--- src/rtl/contador_pkg.sv ---
// ---------------------------------------------------------------------------
// contador_pkg
// Shared types for the parking-lot occupancy counter.
//   st_e      : passage-direction FSM states (3-bit encoding)
//   P_00..P_11: sensor patterns written as {sensor_a, sensor_b}
// ---------------------------------------------------------------------------
package contador_pkg;

   typedef enum logic [2:0] {
      IDLE     = 3'd0,
      EN_A     = 3'd1,
      EN_AB    = 3'd2,
      EN_B     = 3'd3,
      EX_B     = 3'd4,
      EX_AB    = 3'd5,
      EX_A     = 3'd6,
      WAIT_CLR = 3'd7
   } st_e;

   localparam logic [1:0] P_00 = 2'b00;
   localparam logic [1:0] P_10 = 2'b10;
   localparam logic [1:0] P_01 = 2'b01;
   localparam logic [1:0] P_11 = 2'b11;

endpackage

--- src/rtl/detector_sentido.sv ---
// ---------------------------------------------------------------------------
// detector_sentido
// Quadrature-style decoder of a vehicle's passage direction over the
// street-side (a) and lot-side (b) beams, with a per-state stall timeout.
// Ports:
//   clk_slow  in   1 kHz clock, posedge
//   rst       in   synchronous active-high reset
//   sensor_a  in   street-side beam, 1 = interrupted
//   sensor_b  in   lot-side beam, 1 = interrupted
//   ev_entry  out  high for the single cycle in which an entry closes (00 seen in EN_B)
//   ev_exit   out  high for the single cycle in which an exit closes (00 seen in EX_A)
//   ev_fault  out  high for the single cycle of an illegal transition or timeout
// The events are decoded from the current state and pattern so the parent can
// register its count and pulses on the very edge that samples the closing 00.
// ---------------------------------------------------------------------------
module detector_sentido
   import contador_pkg::*;
#(
   parameter int unsigned TIMEOUT = 32'd5000,
   parameter int unsigned TMR_W   = 32'd13
) (
   input  logic clk_slow,
   input  logic rst,
   input  logic sensor_a,
   input  logic sensor_b,
   output logic ev_entry,
   output logic ev_exit,
   output logic ev_fault
);

   st_e              state_r;
   st_e              state_s;
   logic [TMR_W-1:0] tmr_r;
   logic [TMR_W-1:0] tmr_s;
   logic [1:0]       pat_s;
   logic             timeout_s;

   // Next-state, event and timer decode.
   always_comb begin
      state_s   = state_r;
      ev_entry  = 1'b0;
      ev_exit   = 1'b0;
      ev_fault  = 1'b0;
      pat_s     = {sensor_a, sensor_b};
      timeout_s = (tmr_r == TMR_W'(TIMEOUT - 32'd1));

      // A stalled passage is abandoned regardless of the current pattern.
      if ((state_r != IDLE) && (state_r != WAIT_CLR) && timeout_s) begin
         state_s  = WAIT_CLR;
         ev_fault = 1'b1;
      end else begin
         case (state_r)
            IDLE: begin
               case (pat_s)
                  P_10:    state_s = EN_A;
                  P_01:    state_s = EX_B;
                  P_11:    begin state_s = WAIT_CLR; ev_fault = 1'b1; end
                  default: state_s = IDLE;
               endcase
            end
            EN_A: begin
               case (pat_s)
                  P_11:    state_s = EN_AB;
                  P_00:    state_s = IDLE;
                  P_01:    begin state_s = WAIT_CLR; ev_fault = 1'b1; end
                  default: state_s = EN_A;
               endcase
            end
            EN_AB: begin
               case (pat_s)
                  P_01:    state_s = EN_B;
                  P_10:    state_s = EN_A;
                  P_00:    begin state_s = WAIT_CLR; ev_fault = 1'b1; end
                  default: state_s = EN_AB;
               endcase
            end
            EN_B: begin
               case (pat_s)
                  P_00:    begin state_s = IDLE; ev_entry = 1'b1; end
                  P_11:    state_s = EN_AB;
                  P_10:    begin state_s = WAIT_CLR; ev_fault = 1'b1; end
                  default: state_s = EN_B;
               endcase
            end
            EX_B: begin
               case (pat_s)
                  P_11:    state_s = EX_AB;
                  P_00:    state_s = IDLE;
                  P_10:    begin state_s = WAIT_CLR; ev_fault = 1'b1; end
                  default: state_s = EX_B;
               endcase
            end
            EX_AB: begin
               case (pat_s)
                  P_10:    state_s = EX_A;
                  P_01:    state_s = EX_B;
                  P_00:    begin state_s = WAIT_CLR; ev_fault = 1'b1; end
                  default: state_s = EX_AB;
               endcase
            end
            EX_A: begin
               case (pat_s)
                  P_00:    begin state_s = IDLE; ev_exit = 1'b1; end
                  P_11:    state_s = EX_AB;
                  P_01:    begin state_s = WAIT_CLR; ev_fault = 1'b1; end
                  default: state_s = EX_A;
               endcase
            end
            WAIT_CLR: begin
               if (pat_s == P_00) begin
                  state_s = IDLE;
               end else begin
                  state_s = WAIT_CLR;
               end
            end
            default: state_s = IDLE;
         endcase
      end

      // Timer measures time spent in the current passage state only.
      if ((state_s != state_r) || (state_s == IDLE) || (state_s == WAIT_CLR)) begin
         tmr_s = '0;
      end else begin
         tmr_s = tmr_r + TMR_W'(1);
      end
   end

   // State and timer registers.
   always_ff @(posedge clk_slow) begin
      if (rst) begin
         state_r <= IDLE;
         tmr_r   <= '0;
      end else begin
         state_r <= state_s;
         tmr_r   <= tmr_s;
      end
   end

endmodule

--- src/rtl/contador_ocupacion.sv ---
// ---------------------------------------------------------------------------
// contador_ocupacion
// Saturating parking-lot occupancy counter driven by the direction decoder.
// Ports:
//   clk_slow      in   1 kHz clock, posedge
//   rst           in   synchronous active-high reset
//   sensor_a      in   debounced street-side beam, 1 = interrupted
//   sensor_b      in   debounced lot-side beam, 1 = interrupted
//   btn_inc       in   (MANUAL_ADJ_EN only) debounced manual +1 button
//   btn_dec       in   (MANUAL_ADJ_EN only) debounced manual -1 button
//   count         out  occupancy, 0..CAPACITY
//   full / empty  out  count == CAPACITY / count == 0
//   entry_pulse   out  accepted entry
//   exit_pulse    out  accepted exit
//   reject_pulse  out  entry while full or exit while empty
//   fault_pulse   out  illegal sensor transition or timeout
// Optional feature macro: MANUAL_ADJ_EN (manual +/- buttons).
// ---------------------------------------------------------------------------
module contador_ocupacion
   import contador_pkg::*;
#(
   parameter int unsigned CAPACITY = 32'd20,
   parameter int unsigned CNT_W    = 32'd5,
   parameter int unsigned TIMEOUT  = 32'd5000,
   parameter int unsigned TMR_W    = 32'd13
) (
   input  logic             clk_slow,
   input  logic             rst,
   input  logic             sensor_a,
   input  logic             sensor_b,
`ifdef MANUAL_ADJ_EN
   input  logic             btn_inc,
   input  logic             btn_dec,
`endif
   output logic [CNT_W-1:0] count,
   output logic             full,
   output logic             empty,
   output logic             entry_pulse,
   output logic             exit_pulse,
   output logic             reject_pulse,
   output logic             fault_pulse
);

   logic             ev_entry_s;
   logic             ev_exit_s;
   logic             ev_fault_s;
   logic [CNT_W-1:0] cnt_nxt_s;
   logic             at_cap_s;
   logic             at_zero_s;
   logic             ent_p_s;
   logic             ext_p_s;
   logic             rej_p_s;

   detector_sentido #(
      .TIMEOUT (TIMEOUT),
      .TMR_W   (TMR_W)
   ) u_detector (
      .clk_slow (clk_slow),
      .rst      (rst),
      .sensor_a (sensor_a),
      .sensor_b (sensor_b),
      .ev_entry (ev_entry_s),
      .ev_exit  (ev_exit_s),
      .ev_fault (ev_fault_s)
   );

`ifdef MANUAL_ADJ_EN
   logic inc_q_r;
   logic dec_q_r;
   logic inc_edge_s;
   logic dec_edge_s;

   assign inc_edge_s = btn_inc & ~inc_q_r;
   assign dec_edge_s = btn_dec & ~dec_q_r;

   // Previous button levels for rising-edge detection.
   always_ff @(posedge clk_slow) begin
      if (rst) begin
         inc_q_r <= 1'b0;
         dec_q_r <= 1'b0;
      end else begin
         inc_q_r <= btn_inc;
         dec_q_r <= btn_dec;
      end
   end
`endif

   // Next count and pulse decode; sensor commits take precedence over buttons.
   always_comb begin
      cnt_nxt_s = count;
      ent_p_s   = 1'b0;
      ext_p_s   = 1'b0;
      rej_p_s   = 1'b0;
      at_cap_s  = (count == CNT_W'(CAPACITY));
      at_zero_s = (count == '0);
      if (ev_entry_s) begin
         if (!at_cap_s) begin
            cnt_nxt_s = count + CNT_W'(1);
            ent_p_s   = 1'b1;
         end else begin
            rej_p_s   = 1'b1;
         end
      end else if (ev_exit_s) begin
         if (!at_zero_s) begin
            cnt_nxt_s = count - CNT_W'(1);
            ext_p_s   = 1'b1;
         end else begin
            rej_p_s   = 1'b1;
         end
      end else begin
`ifdef MANUAL_ADJ_EN
         // Simultaneous inc and dec edges fall through to "unchanged".
         if (inc_edge_s && !dec_edge_s && !at_cap_s) begin
            cnt_nxt_s = count + CNT_W'(1);
         end else if (dec_edge_s && !inc_edge_s && !at_zero_s) begin
            cnt_nxt_s = count - CNT_W'(1);
         end else begin
            cnt_nxt_s = count;
         end
`else
         cnt_nxt_s = count;
`endif
      end
   end

   // Output registers; flags decoded from the next count so they track count.
   always_ff @(posedge clk_slow) begin
      if (rst) begin
         count        <= '0;
         full         <= 1'b0;
         empty        <= 1'b1;
         entry_pulse  <= 1'b0;
         exit_pulse   <= 1'b0;
         reject_pulse <= 1'b0;
         fault_pulse  <= 1'b0;
      end else begin
         count        <= cnt_nxt_s;
         full         <= (cnt_nxt_s == CNT_W'(CAPACITY));
         empty        <= (cnt_nxt_s == '0);
         entry_pulse  <= ent_p_s;
         exit_pulse   <= ext_p_s;
         reject_pulse <= rej_p_s;
         fault_pulse  <= ev_fault_s;
      end
   end

endmodule

--- config.mk ---
export PLATFORM = sky130hd
export DESIGN_NAME = contador_ocupacion
export DESIGN_NICKNAME = d
export VERILOG_FILES = /design/src/rtl/contador_pkg.sv /design/src/rtl/detector_sentido.sv /design/src/rtl/contador_ocupacion.sv
export SDC_FILE = /design/constraint.sdc
export NUM_CORES = 1
export LEC_CHECK = 0
export BUFFER_PORTS_ARGS = -buffer_cell sky130_fd_sc_hd__buf_2
export CORE_MARGIN = 5
export CORE_UTILIZATION = 50
export DETAILED_ROUTE_END_ITERATION = 6
export GPL_TIMING_DRIVEN = 0
export PLACE_DENSITY = 0.68
export SYNTH_ARGS = -nofsm -noshare
export SYNTH_HDL_FRONTEND = slang
export SYNTH_SLANG_ARGS = --single-unit
--- constraint.sdc ---
create_clock -name clk_slow -period 3.4 [get_ports clk_slow]
set_clock_uncertainty 0.15 [all_clocks]
set_input_delay 0.17 -clock clk_slow [delete_from_list [all_inputs] [get_ports clk_slow]]
set_output_delay 0.17 -clock clk_slow [all_outputs]
set_load 0.05 [all_outputs]
==> results by group <==
Setup path
  – Type of element launching the critical path: flip-flop
  – Startpoint of the worst setup timing path: u_detector.tmr_r[0]
  – Type of the setup path with the least slack: reg2reg
  – Setup slack of the most critical reg-to-reg path: about 700 ps
  – Data required time at the worst endpoint: between 3000 and 4000 ps
  – CP max FO: 10
  – Worst r2r path cells: 8
  – Origin of the critical flop-to-flop path: u_detector.tmr_r[0]
  – Critical Path AT: between 2000 and 3000 ps
  – Setup crit end kind: flip-flop
  – Reg2reg end: u_detector.tmr_r[3]

Clock network
  – TritonCTS clock tree: done
  – Number of H-tree levels: 1
  – CTS Buf Count: 3
  – Clock transition time at the flip-flop clock pins of the worst setup and hold paths: roughly 100 ps
  – Max Buffers Root-to-Sink: 2
  – Post-CTS sizing: 0
  – Count of clock tree sinks: 27
  – Clock latency at the later pin of the worst-skew pair: about 270 ps
  – CTS Root Buffer Type: sky130_fd_sc_hd__clkbuf_8
  – Number of buffers inserted to repair setup after CTS: 0

Drt
  – DRC: 0
  – Drt wl/cell: about 15 um
  – DR vias: approximately 1800
  – WL final: about 4.3 mm
  – Drt first pass iters: 5
  – Via density per instance: around 5.9
  – Initial detailed-routing violation count: 210
  – Antenna viol nets, final: 0

Power and ir drop
  – Peak supply drop: roughly 0.25 mV
  – Power dissipated by switching net loads: about 0.48 mW
  – Leak Pwr: ~0.77 nW
  – Net switching fraction of the power: 0.424
  – Clock group share of total power: 0.166
  – Cell internal pwr: approximately 0.65 mW
  – Sequential cell fraction of total power: 0.319
  – Comb pwr share: 0.515
  – Cell area power density: between 500 and 600 nW/um^2

Global routing
  – Number of global-route vias before repair: between 1500 and 2000
  – Global route total overflow: 0
  – Number of antenna violations at the first check in global routing: 0
  – Wire length of the first global-routing pass: 7.38 mm
  – Total track usage: 0.170
  – Pin count of the biggest net entering global routing: 17

Worst hold path
  – Beginning of the worst hold path: u_detector.tmr_r[0]
  – Worst Hold Depth: 1
  – Tightest Hold Check Type: reg2reg
  – Worst Hold End: u_detector.tmr_r[0]

Floorplan
  – Core box area: ~4000 um^2
  – Die width: 73.2 um
  – Overall die area: roughly 5400 um^2
  – Starting density of the core: 0.507
  – Chip Height: 73.2 um
  – FP Rows: 23
  – Count of pins on the block boundary: 15

Finish
  – Fillers: ~380
  – Share of cells above drive strength 1: 0.231
  – Most common cell after layout, fill and taps aside: sky130_fd_sc_hd__dfxtp_1
  – Highest-count cells in the layout ignoring fill and taps: sky130_fd_sc_hd__dfxtp_1, sky130_fd_sc_hd__nor2_1, sky130_fd_sc_hd__nand2_1, sky130_fd_sc_hd__buf_2
  – Nets: approximately 260
  – Area overhead of the layout relative to synthesis: 9.57%
  – Number of antenna diodes: 0
  – Final instance area: 2190 um^2
  – Final std cells w/o fill: slightly below 300

Yosys
  – Number of enable-type register cells in the synthesized netlist: 0
  – Post-Syn Area per Cell: about 8.8 um^2
  – Area of the mapped netlist: roughly 2000 um^2
  – Register area share after synthesis: 0.270
  – Gate count after technology mapping: approximately 230
  – Warnings, synthesis: 0
  – Yosys cell types: 59
  – Most used DFF post-synth: sky130_fd_sc_hd__dfxtp_1
  – Compound-Gate Fraction of Synth Area: 0.170
  – Synth Area in Simple Gates: 0.325
  – Fraction of registers with async set/reset: 0
  – Mux cell area share after synthesis: 0.0432
  – Largest family of logic cells by synthesized area: simple AND/OR/NAND/NOR gates
  – Number of flip-flops and latches in the synthesized netlist: 27
  – Synthesized netlist net count: 244
  – Arithmetic-cell share of the synthesized area counting full adders, half adders and majority gates: 0.0751
  – Parity-gate share of the synthesized area counting xor and xnor cells: 0.0569

Timing
  – Unrepaired setup endpoints after global routing: false
  – Shortest clock period the worst path allows after layout: about 2700 ps
  – Setup violations, final: 0
  – Post-route setup TNS: 0 ps
  – Max Freq: roughly 370 MHz
  – Actual slew at the worst max-slew pin: 562 ps
  – Period Utilization, post-route: 0.790
  – Slew Limit Fails: 0
  – Final-report hold violation count: 0
  – Tightest slew margin relative to the limit: 0.625

Place
  – DPL Wire Length: approximately 3.2 mm
  – Final GP Congestion: ~0.84
  – Placed Instance Area: ~2100 um^2
  – Port Buffer Count: 14
  – Number of placed instances, taps included: a little under 300

Status
  – Outcome: finished clean

Run
  – Total of max-cap violations: 0
[worst max-delay path, cell delays in order (launching register included)]
cell and delay [ps]:
sky130_fd_sc_hd__dfxtp_1 380, sky130_fd_sc_hd__ha_1 300, sky130_fd_sc_hd__nand4_1 240, sky130_fd_sc_hd__a2111oi_4 490, sky130_fd_sc_hd__mux2_1 370, sky130_fd_sc_hd__nor4_2 190
sky130_fd_sc_hd__a2bb2oi_2 140, sky130_fd_sc_hd__buf_6 170, sky130_fd_sc_hd__nor3_2 180
[power by group through the flow]
stage	Combinational, mW	Sequential, mW	Clock [mW]
2_1_floorplan	0.430	0.414	0
3_3_place_gp	0.583	0.368	0
3_5_place_dp	0.582	0.369	0
4_1_cts	0.585	0.362	0.197
5_1_grt	0.647	0.366	0.206
6_report	0.584	0.362	0.188
[layout make-up]
cell class / instances / area [um^2] / area share
Clock buffer: 3 / 41.3 / 0.0188
Timing Repair Buffer: 15 / 80.1 / 0.0366
Multi-Input combinational cell: 181 / 1340 / 0.612
Inverter: 9 / 33.8 / 0.0154
Clock inverter: 1 / 7.51 / 0.00343
Buffer: 11 / 85.1 / 0.0388
Tap cell: 50 / 62.6 / 0.0286
Sequential cell: 27 / 541 / 0.247
[through the flow]
| stage | util | total power, mW | hold slack (ps) | setup WS (ps) |
|---|---|---|---|---|
| floorplan | - | 0.844 | 91.6 | 882 |
| global placement | 0.541 | 0.951 | 266 | 780 |
| detailed placement | 0.541 | 0.952 | 263 | 725 |
| CTS | 0.556 | 1.14 | 328 | 706 |
| global route | 0.556 | 1.22 | 356 | 494 |
| finish | 0.556 | 1.13 | 324 | 712 |
[registers in the layout, indices dropped and copies added, names as in the netlist]
name	count
fault_pulse	1
exit_pulse	1
count	5
full	1
entry_pulse	1
u_detector.state_r	3
empty	1
reject_pulse	1
u_detector.tmr_r	13
[cells in the mapped netlist (all sizes together), types with 3 or more instances]
cell | number | area [um^2]
a2111oi | 3 | 57.6
a21oi | 12 | 60.1
a31oi | 4 | 25.0
and3 | 5 | 35.0
buf | 4 | 38.8
clkbuf | 7 | 46.3
dfxtp | 27 | 541
ha | 12 | 150
inv | 9 | 33.8
mux2i | 3 | 30.0
nand2 | 15 | 56.3
nand2b | 4 | 25.0
nand3 | 9 | 45.0
nand4 | 6 | 37.5
nor2 | 19 | 71.3
nor2b | 3 | 18.8
nor3 | 18 | 140
nor3b | 3 | 22.5
nor4 | 5 | 37.5
o21ai | 8 | 40.0
or4b | 5 | 57.6
xnor2 | 8 | 70.1
xor2 | 5 | 43.8
[metal layers]
layer	vias up	part of all wire	routed length, um	global-route usage
met2	49	0.46	1970	0.275
met1	821	0.48	2090	0.232
met5	-	0	0	0
met4	0	0.010	44	0.0574
li1	874	-	-	-
met3	6	0.052	224	0.0207
[cell families after synthesis]
group                    count (synthesis)
XOR/XNOR                                13
adder cells (fa/ha/maj)                 12
multiplexers                             6
flip-flops                              27
AND/OR/NAND/NOR                        105
buffers and inverters                   20
AO/OA/AOI/OAI                           45
[worst max-delay path by stage]
stage / cells past startpoint / endpoint
after floorplan: 9 / empty
after global placement: 8 / u_detector.tmr_r[7]
after detailed placement: 8 / u_detector.tmr_r[3]
after CTS: 8 / u_detector.tmr_r[3]
after global routing: 8 / u_detector.tmr_r[3]
final: 8 / u_detector.tmr_r[3]
[timing repair]
item                                    in CTS  in global routing
hold endpoints to repair                     2                  0
endpoints found under the setup margin       0                  0
hold buffers                                 1                  0
(Power assumes the default switching activity.)
